<file path="config.mk">
export PLATFORM = sky130hd
export DESIGN_NAME = accumulator_scheduler
export DESIGN_NICKNAME = d
export VERILOG_FILES = /design/src/rtl/accumulator_sched_pkg.sv /design/src/rtl/rr_arbiter.sv /design/src/rtl/accumulator_scheduler.sv
export SDC_FILE = /design/constraint.sdc
export NUM_CORES = 1
export LEC_CHECK = 0
export BUFFER_PORTS_ARGS = -buffer_cell sky130_fd_sc_hd__buf_2
export CORE_MARGIN = 3
export CORE_UTILIZATION = 39
export DETAILED_ROUTE_END_ITERATION = 10
export PLACE_DENSITY = 0.87
export SYNTH_ARGS = -nofsm -noshare
export SYNTH_HDL_FRONTEND = slang
export SYNTH_HIERARCHICAL = 1
export SYNTH_SLANG_ARGS = --single-unit
</file>
<file path="constraint.sdc">
create_clock -name clk -period 3.95 [get_ports clk]
set_input_delay 0.1975 -clock clk [delete_from_list [all_inputs] [get_ports clk]]
set_output_delay 0.1975 -clock clk [all_outputs]
set_load 0.01 [all_outputs]
</file>
<file path="src/rtl/accumulator_sched_pkg.sv">
// rtl/accumulator_sched_pkg.sv - shared state encoding and default widths for accumulator_scheduler
package accumulator_sched_pkg;

  typedef enum logic [2:0] {
    IDLE,
    CLEAR,
    RUN,
    DRAIN,
    RESULT
  } state_t;

  localparam int DEF_NUM_REQ   = 4;
  localparam int DEF_A_WIDTH   = 20;
  localparam int DEF_P_WIDTH   = 38;
  localparam int DEF_LEN_WIDTH = 8;

endpackage

</file>
<file path="src/rtl/rr_arbiter.sv">
// rtl/rr_arbiter.sv - combinational round-robin pick starting at ptr
module rr_arbiter #(
  parameter int NUM_REQ = 4,
  localparam int ID_WIDTH = $clog2(NUM_REQ)
) (
  input  logic [NUM_REQ-1:0]  req,
  input  logic [ID_WIDTH-1:0] ptr,
  output logic [NUM_REQ-1:0]  grant,
  output logic [ID_WIDTH-1:0] idx,
  output logic                found
);

  always_comb begin
    int c;
    grant = '0;
    idx   = '0;
    found = 1'b0;
    c     = 0;
    // Walk the lanes cyclically from ptr; the first pending one wins.
    for (int k = 0; k < NUM_REQ; k++) begin
      c = int'(ptr) + k;
      if (c >= NUM_REQ) c = c - NUM_REQ;
      if (!found && req[c[ID_WIDTH-1:0]]) begin
        found                   = 1'b1;
        grant[c[ID_WIDTH-1:0]]  = 1'b1;
        idx                     = c[ID_WIDTH-1:0];
      end
    end
  end

endmodule

</file>
<file path="src/rtl/accumulator_scheduler.sv">
// rtl/accumulator_scheduler.sv - round-robin job scheduler sharing one signed accumulator
module accumulator_scheduler
  import accumulator_sched_pkg::*;
#(
  parameter int NUM_REQ   = DEF_NUM_REQ,
  parameter int A_WIDTH   = DEF_A_WIDTH,
  parameter int P_WIDTH   = DEF_P_WIDTH,
  parameter int LEN_WIDTH = DEF_LEN_WIDTH,
  localparam int ID_WIDTH = $clog2(NUM_REQ)
) (
  input  logic                           clk,
  input  logic                           reset,
  input  logic [NUM_REQ-1:0]             req_valid,
  input  logic [NUM_REQ-1:0]             req_sub,
  input  logic [NUM_REQ*LEN_WIDTH-1:0]   req_len,
  output logic [NUM_REQ-1:0]             req_ready,
  input  logic [NUM_REQ*A_WIDTH-1:0]     smp_data,
  input  logic [NUM_REQ-1:0]             smp_valid,
  output logic [NUM_REQ-1:0]             smp_ready,
  output logic signed [A_WIDTH-1:0]      acc_a,
  output logic                           acc_subtract,
  output logic                           acc_reset,
  input  logic signed [P_WIDTH-1:0]      acc_p,
  output logic                           res_valid,
  input  logic                           res_ready,
  output logic signed [P_WIDTH-1:0]      res_data,
  output logic [ID_WIDTH-1:0]            res_id,
  output logic                           busy
);

  state_t                state;
  logic [ID_WIDTH-1:0]   ptr;
  logic [ID_WIDTH-1:0]   gid;
  logic [NUM_REQ-1:0]    gnt_oh;
  logic [LEN_WIDTH-1:0]  remaining;
  logic                  sub;

  logic [NUM_REQ-1:0]    grant;
  logic [ID_WIDTH-1:0]   gidx;
  logic                  found;
  logic                  hs;

  logic signed [A_WIDTH-1:0] lane_data [NUM_REQ];
  logic [LEN_WIDTH-1:0]      lane_len  [NUM_REQ];

  for (genvar i = 0; i < NUM_REQ; i++) begin : g_lane
    assign lane_data[i] = smp_data[i*A_WIDTH +: A_WIDTH];
    assign lane_len[i]  = req_len[i*LEN_WIDTH +: LEN_WIDTH];
  end

  rr_arbiter #(.NUM_REQ(NUM_REQ)) u_arb (
    .req   (req_valid),
    .ptr   (ptr),
    .grant (grant),
    .idx   (gidx),
    .found (found)
  );

  assign hs           = (state == RUN) && smp_valid[gid];
  assign req_ready    = (state == IDLE && !reset) ? grant : '0;
  assign smp_ready    = (state == RUN && !reset) ? gnt_oh : '0;
  // Idle cycles feed zero so the accumulator holds P across sample gaps.
  assign acc_a        = (hs && !reset) ? lane_data[gid] : '0;
  assign acc_subtract = (state != IDLE) && sub;
  assign acc_reset    = reset || (state == CLEAR);
  assign busy         = (state != IDLE);

  always_ff @(posedge clk) begin
    if (reset) begin
      state     <= IDLE;
      ptr       <= '0;
      gid       <= '0;
      gnt_oh    <= '0;
      remaining <= '0;
      sub       <= 1'b0;
      res_valid <= 1'b0;
      res_data  <= '0;
      res_id    <= '0;
    end else begin
      case (state)
        IDLE: begin
          if (found) begin
            gid       <= gidx;
            gnt_oh    <= grant;
            remaining <= lane_len[gidx];
            sub       <= req_sub[gidx];
            ptr       <= (gidx == ID_WIDTH'(NUM_REQ - 1)) ? '0 : gidx + ID_WIDTH'(1);
            if (lane_len[gidx] == '0) begin
              res_data  <= '0;
              res_id    <= gidx;
              res_valid <= 1'b1;
              state     <= RESULT;
            end else begin
              state <= CLEAR;
            end
          end
        end
        CLEAR: state <= RUN;
        RUN: begin
          if (hs) begin
            remaining <= remaining - LEN_WIDTH'(1);
            if (remaining == LEN_WIDTH'(1)) state <= DRAIN;
          end
        end
        DRAIN: begin
          res_data  <= acc_p;
          res_id    <= gid;
          res_valid <= 1'b1;
          state     <= RESULT;
        end
        RESULT: begin
          if (res_ready) begin
            res_valid <= 1'b0;
            state     <= IDLE;
          end
        end
        default: state <= IDLE;
      endcase
    end
  end

endmodule

</file>
After elaboration in Yosys (flattened, before gate mapping)
Index checks and enable logic that the tools add are counted.
{ "word_totals": {"regBits": 61, "output_inout_bits": 72, "elab_cells": 143, "in_bits": 165} }
{ "op_classes": {"n_lt_le_gt_ge": 16, "eq_ne": 11, "n_bitwise": 5, "addsub": 9, "n_reduce_logical": 28, "muxes": 65} }
{ "ops": {"columns": ["cell", "count"], "rows": [
  ["38-bit 2-to-1 mux", 2],
  ["38-bit case mux with 2 select lines", 1],
  ["20-bit 2-to-1 mux", 3],
  ["20-bit binary-select mux with 2-bit select", 1],
  ["8-bit 2-to-1 mux", 4],
  ["4-bit 2-to-1 mux", 6],
  ["2-bit 2-to-1 mux", 11],
  ["2-bit by 3-bit less-than comparator with 1-bit output (second input constant)", 6],
  ["1-bit 2-to-1 mux", 17],
  ["8-bit binary-select mux with 2-bit select", 1],
  ["8-bit case mux with 2 select lines", 1],
  ["3-bit greater-or-equal comparator (second input constant)", 5],
  ["3-bit 2-to-1 mux", 5],
  ["3-bit case mux with 5 select lines", 1],
  ["1-bit binary-select mux with 2-bit select", 6],
  ["1-bit logical AND", 12],
  ["4-bit OR", 3],
  ["1-bit demux with 2-bit select", 4],
  ["8-bit by 1-bit equality test with 1-bit output (second input constant)", 1],
  ["2-bit by 1-bit greater-or-equal comparator with 1-bit output (second input constant)", 4],
  ["8-bit zero test", 1],
  ["4-bit AND reduction", 2],
  ["2-bit by 1-bit subtractor with 2-bit output (second input constant)", 4],
  ["8-bit by 1-bit subtractor with 8-bit output (second input constant)", 1],
  ["other kinds (20)", 32]
]} }

Longest topological paths before layout
{ "depth": {"depth_word": 22, "mapped_depth": 15, "mapped_depth_nobuf": 10} }

Hierarchy
Netlist, hierarchy kept.
{ "by_module_without_submodules": {"columns": ["mod", "seq_area_each_um2", "n_inst", "cells_per_inst", "area_each_um2"], "rows": [
  ["accumulator_scheduler", 1221.2, 1, 310, 3273.1],
  ["rr_arbiter", 0.0, 1, 45, 421.7]
]} }

Least setup slack after synthesis
OpenSTA, ideal clock, no wires.
{ "synth_path": {"kind": "flip-flop to flip-flop", "startpoint": "reg ptr[0]", "endpoint": "reg res_data[0]", "path_buffers": 5, "synth_period_minus_slack_ns": 3.820, "slack_ns": 0.130, "t_required_ns": 3.833, "setup_time_ns": 0.117, "stages_incl_launch_ff": 12, "t_arrival_ns": 3.704, "cell_sequence": "dfxtp_1 buf_6 mux4_2 clkbuf_1 o31ai_1 buf_6 mux4_2 nor4_4 a311oi_1 buf_4 buf_6 a22o_1"} }
{ "synth_via": {"elab_chain_cells": 21, "word_cells_on_any_way": 45, "classes_between": "add/sub: 7; order compare: 4; eq/ne: 2; mux: 23; bitwise: 1; reduce/logical: 8"} }
{ "synth_lines": {"columns": ["item", "line_no", "text"], "rows": [
  ["start, declared", "accumulator_scheduler.sv:32", "logic [ID_WIDTH-1:0] ptr;"],
  ["start signal, assigned", "accumulator_scheduler.sv:87", "ptr <= (gidx == ID_WIDTH'(NUM_REQ - 1)) ? '0 : gidx + ID_WIDTH'(1);"],
  ["branches (longest 13 deep; another with 2-bit by 1-bit adder with 3-bit output)", null, null],
  ["2-bit 2-to-1 mux *", "rr_arbiter.sv:23", "if (!found && req[c[ID_WIDTH-1:0]]) begin"],
  ["named net gidx[0]", "accumulator_scheduler.sv:39", "logic [ID_WIDTH-1:0] gidx;"],
  ["2-bit inverter with 3-bit output (not written as such) *", "accumulator_scheduler.sv:88", "if (lane_len[gidx] == '0) begin"],
  ["8-bit binary-select mux with 2-bit select *", "accumulator_scheduler.sv:88", null],
  ["8-bit 2-to-1 mux (not written as such) * (2 in a row)", "accumulator_scheduler.sv:88", null],
  ["8-bit zero test *", "accumulator_scheduler.sv:88", null],
  ["2-bit by 1-bit != test with 1-bit output (no line) *", null, null],
  ["3-bit AND reduction (no line) *", null, null],
  ["end signal, assigned", "accumulator_scheduler.sv:106", "res_data <= acc_p;"],
  ["end, declared", "accumulator_scheduler.sv:26", "output logic signed [P_WIDTH-1:0] res_data,"]
]} }
Mark *: on every way through the listed nets, which the timed path passes. The select of a mux whose other input is x is not followed.
A chain may end at the register's enable or synchronous reset.

Final worst setup path
{ "layout_path": {"startpoint": "reg ptr[1]", "endpoint": "reg res_data[21]"} }
Same word-level chain as after synthesis.

==> impl_metrics.json <==
{
  "critPathKind": "reg2reg",
  "post-route-util_pct": 58.34,
  "power_density_nw_per_um2": 591.2,
  "yosysSeqAreaShare_pct": 33.05,
  "synthMuxAreaShare_pct": 21.77,
  "first_iter_violations": 288,
  "cp-end-kind": "flop",
  "clock-sinks": 61,
  "postCtsHoldBufs": 0,
  "finalPower_mw": 3.096,
  "p_comb_share_pct": 56.8,
  "syn_nets": 528,
  "htree_levels": 3,
  "cts_tree": "yes",
  "critPathSlowestCell": "mux4_2",
  "track_usage_pct": 24.10,
  "cp_common_cell": "mux4_2",
  "synth_compound_area_share_pct": 20.15,
  "swShare_pct": 42.17,
  "viasPerCell": 5.704,
  "syn_to_final_growth_pct": 41.72,
  "synth.avg_cell_area_sq_um": 10.41,
  "place_area_sq_um": 4992,
  "synth_area_sq_um": 3695,
  "critPathMaxStageDelay_ns": 0.54,
  "ant_nets": 0,
  "regArea_sq_um": 1221,
  "routed_wl_um": 13630,
  "synth_top_family_by_area": "multiplexers",
  "use_met3_pct": 8.518,
  "dp_hpwl_um": 10690,
  "crit_chain": "inv_1 > ha_1 > mux4_2 > and2b_2 > o21ai_2 > o31ai_4 > buf_12 > mux4_2 > nor4_4 > a311oi_4 > buf_4 > a22o_1",
  "grt_pass1_vias": 3893,
  "syn_inst": 355,
  "first_pass_iters": 4,
  "fmax_ghz": 0.2670,
  "vdd_drop_max_mv": 0.3246,
  "cts.clk_slew.worst_paths_ns": 0.08,
  "start_util_pct": 41.16,
  "gr-usage-met1_pct": 31.74,
  "setup_viol": 0,
  "tns_ns": 0,
  "io_buffers": 236,
  "synth_edf_count": 0,
  "core_sq_um": 8976,
  "clk_path_buf_depth": 2,
  "critPathLaunch": "ptr[1]",
  "finalHoldViolCount": 0,
  "num_rows": 34,
  "rrSetupSlack_ns": 0.20,
  "synth_xor_area_share_pct": 0,
  "io_pins": 237,
  "reg2reg_from": "ptr[1]",
  "min_delay_worst_endpoint": "res_data[31]",
  "maxSlewViolCount": 0,
  "numCtsBuffers": 9,
  "ys_async_sr_fraction_pct": 0,
  "via_count": 4090,
  "grt_pass1_wl_um": 19920,
  "ys.flop_type": "dfxtp_1",
  "yosysUniqueCellTypes": 51,
  "clock_power_share_pct": 16.0,
  "grt_max_degree": 39,
  "min_path_cells": 2,
  "multi_input_area_sq_um": 2345,
  "die_width_um": 103.3,
  "yosys.area_share.simple_pct": 17.20,
  "avgRoutedWirePerCell_um": 19.00,
  "die_h_um": 103.3,
  "tightest_slew_ns": 1.167,
  "yosysWarnings": 6,
  "slew_headroom_pct": 21.77,
  "hold_path_class": "in2reg",
  "antenna_found_initial": 0,
  "ys_ff_latch": 61,
  "die_area_sq_um": 10680,
  "status": "finished, final reports clean",
  "power_leakage_nw": 2.532,
  "synthAdderAreaFrac_pct": 2.709,
  "p_int_mw": 1.791,
  "clock_latency_ns": 0.33,
  "antenna_cells": 0,
  "holdCritStartpoint": "acc_p[31]",
  "grt.overflow.total": 0,
  "final_nets": 759,
  "whs_ns": 0.07626,
  "setup.worst_path.start_class": "flop",
  "fin_area_sq_um": 5236,
  "fin_skew_ns": 0.006693,
  "gp_congestion": 0.9824,
  "busiest_layer": "met2",
  "cap_viol_max_count": 0,
  "met2_usage_pct": 38.18,
  "drc": 0,
  "fill_cells": 795,
  "drive_above_1_share_pct": 53.13,
  "arrival_ns": 3.97,
  "critPathMaxFanout": 38,
  "r2r_cells": 12,
  "p_switching_mw": 1.305,
  "root_buffer": "clkbuf_8",
  "crit_required_ns": 4.17,
  "period_needed_ns": 3.746,
  "p_seq_share_pct": 27.1,
  "r2r-end": "res_data[21]",
  "fin_crit_sh_pct": 94.83
}
critical path, delay by kind of cell (launching register included):
family / cells / cell delay, ns
adder cells (fa/ha/maj): 1 / 0.37
multiplexers: 2 / 0.99
flip-flops: 1 / 0.44
buffers and inverters: 3 / 0.58
AND/OR/NAND/NOR: 2 / 0.70
AO/OA/AOI/OAI: 4 / 0.55
repair_timing:
action                     CTS  global route
setup buffers                0             5
resized for setup            0             3
setup endpoints to repair    0            41
through the flow:
stage	std cells	setup WS (ns)
finish	717	0.2043
global placement	695	0.1870
global route	717	-0.005190
CTS	711	0.04060
floorplan	355	0.1297
detailed placement	695	0.06340
metal layers:
layer  wire [um]  part of all wire (%)
met5           0                     0
met4         225                   1.7
met3        1229                   9.0
met2        6653                    49
met1        5518                    40
power by group through the flow:
stage	Sequential, mW	Combinational, mW	Clock, mW
global route	0.855	1.91	0.543
global placement	0.843	1.59	0
floorplan	0.834	1.23	0
CTS	0.838	1.66	0.515
finish	0.840	1.76	0.497
detailed placement	0.848	1.65	0
synthesized netlist by cell type, drive strengths merged (3+ instances only):
library cell / count / area, sq um
dfxtp: 61 / 1221
a22o: 38 / 332.8
mux4: 34 / 773.2
clkbuf: 23 / 86.33
nand2: 22 / 82.58
a21oi: 21 / 105.1
and3: 21 / 131.4
nor2: 14 / 52.55
a22oi: 11 / 82.58
and2: 11 / 68.82
o21ai: 11 / 55.05
buf: 10 / 80.07
ha: 8 / 100.1
nor3: 7 / 35.03
a31oi: 6 / 37.54
inv: 6 / 22.52
or3: 6 / 37.54
nand2b: 4 / 25.02
nand3b: 4 / 30.03
nor4: 4 / 55.05
o211ai: 3 / 22.52
sequential cells by signal (all words and copies together), names as in the netlist:
| signal | count |
|---|---|
| gid | 2 |
| ptr | 2 |
| remaining | 8 |
| res_data | 38 |
| sub | 1 |
| gnt_oh | 4 |
| res_valid | 1 |
| res_id | 2 |
| state | 3 |
cell type report:
type                       count  share of cell area (%)
multi-input combinational    256                   44.78
timing repair buffer         252                   25.09
sequential                    61                   23.32
tap                          126                   3.011
clock buffer                   9                   2.366
clock inverter                 7                   1.004
inverter                       6                  0.4301
cells by family (layout without fill, tap and decap cells):
kind of cell	after synthesis	count (layout)
muxes	37	37
AOI/OAI and AO/OA	103	104
adders and majority gates	8	8
DFF	61	61
buffers and inverters	39	274
and+or+nand+nor	107	107
cell usage in the layout, fill, tap and decap left out, drive strengths merged, types with 4 or more instances in the layout:
master / count
mux4: 34
inv: 6
o21ai: 11
nor3: 7
nand2: 22
buf: 252
nand3b: 4
nor2: 14
and3: 21
clkbuf: 9
nand2b: 4
and2: 11
clkinv: 6
ha: 8
dfxtp: 61
nor4: 4
a22oi: 11
a22o: 38
a21oi: 21
a31oi: 6
or3: 6
worst max path at each step:
stage                        end
floorplan            res_data[0]
global placement     res_data[0]
detailed placement   res_data[6]
CTS                 res_data[21]
global route        res_data[24]
finish              res_data[21]
No activity file was read; power rests on OpenSTA's default activity.
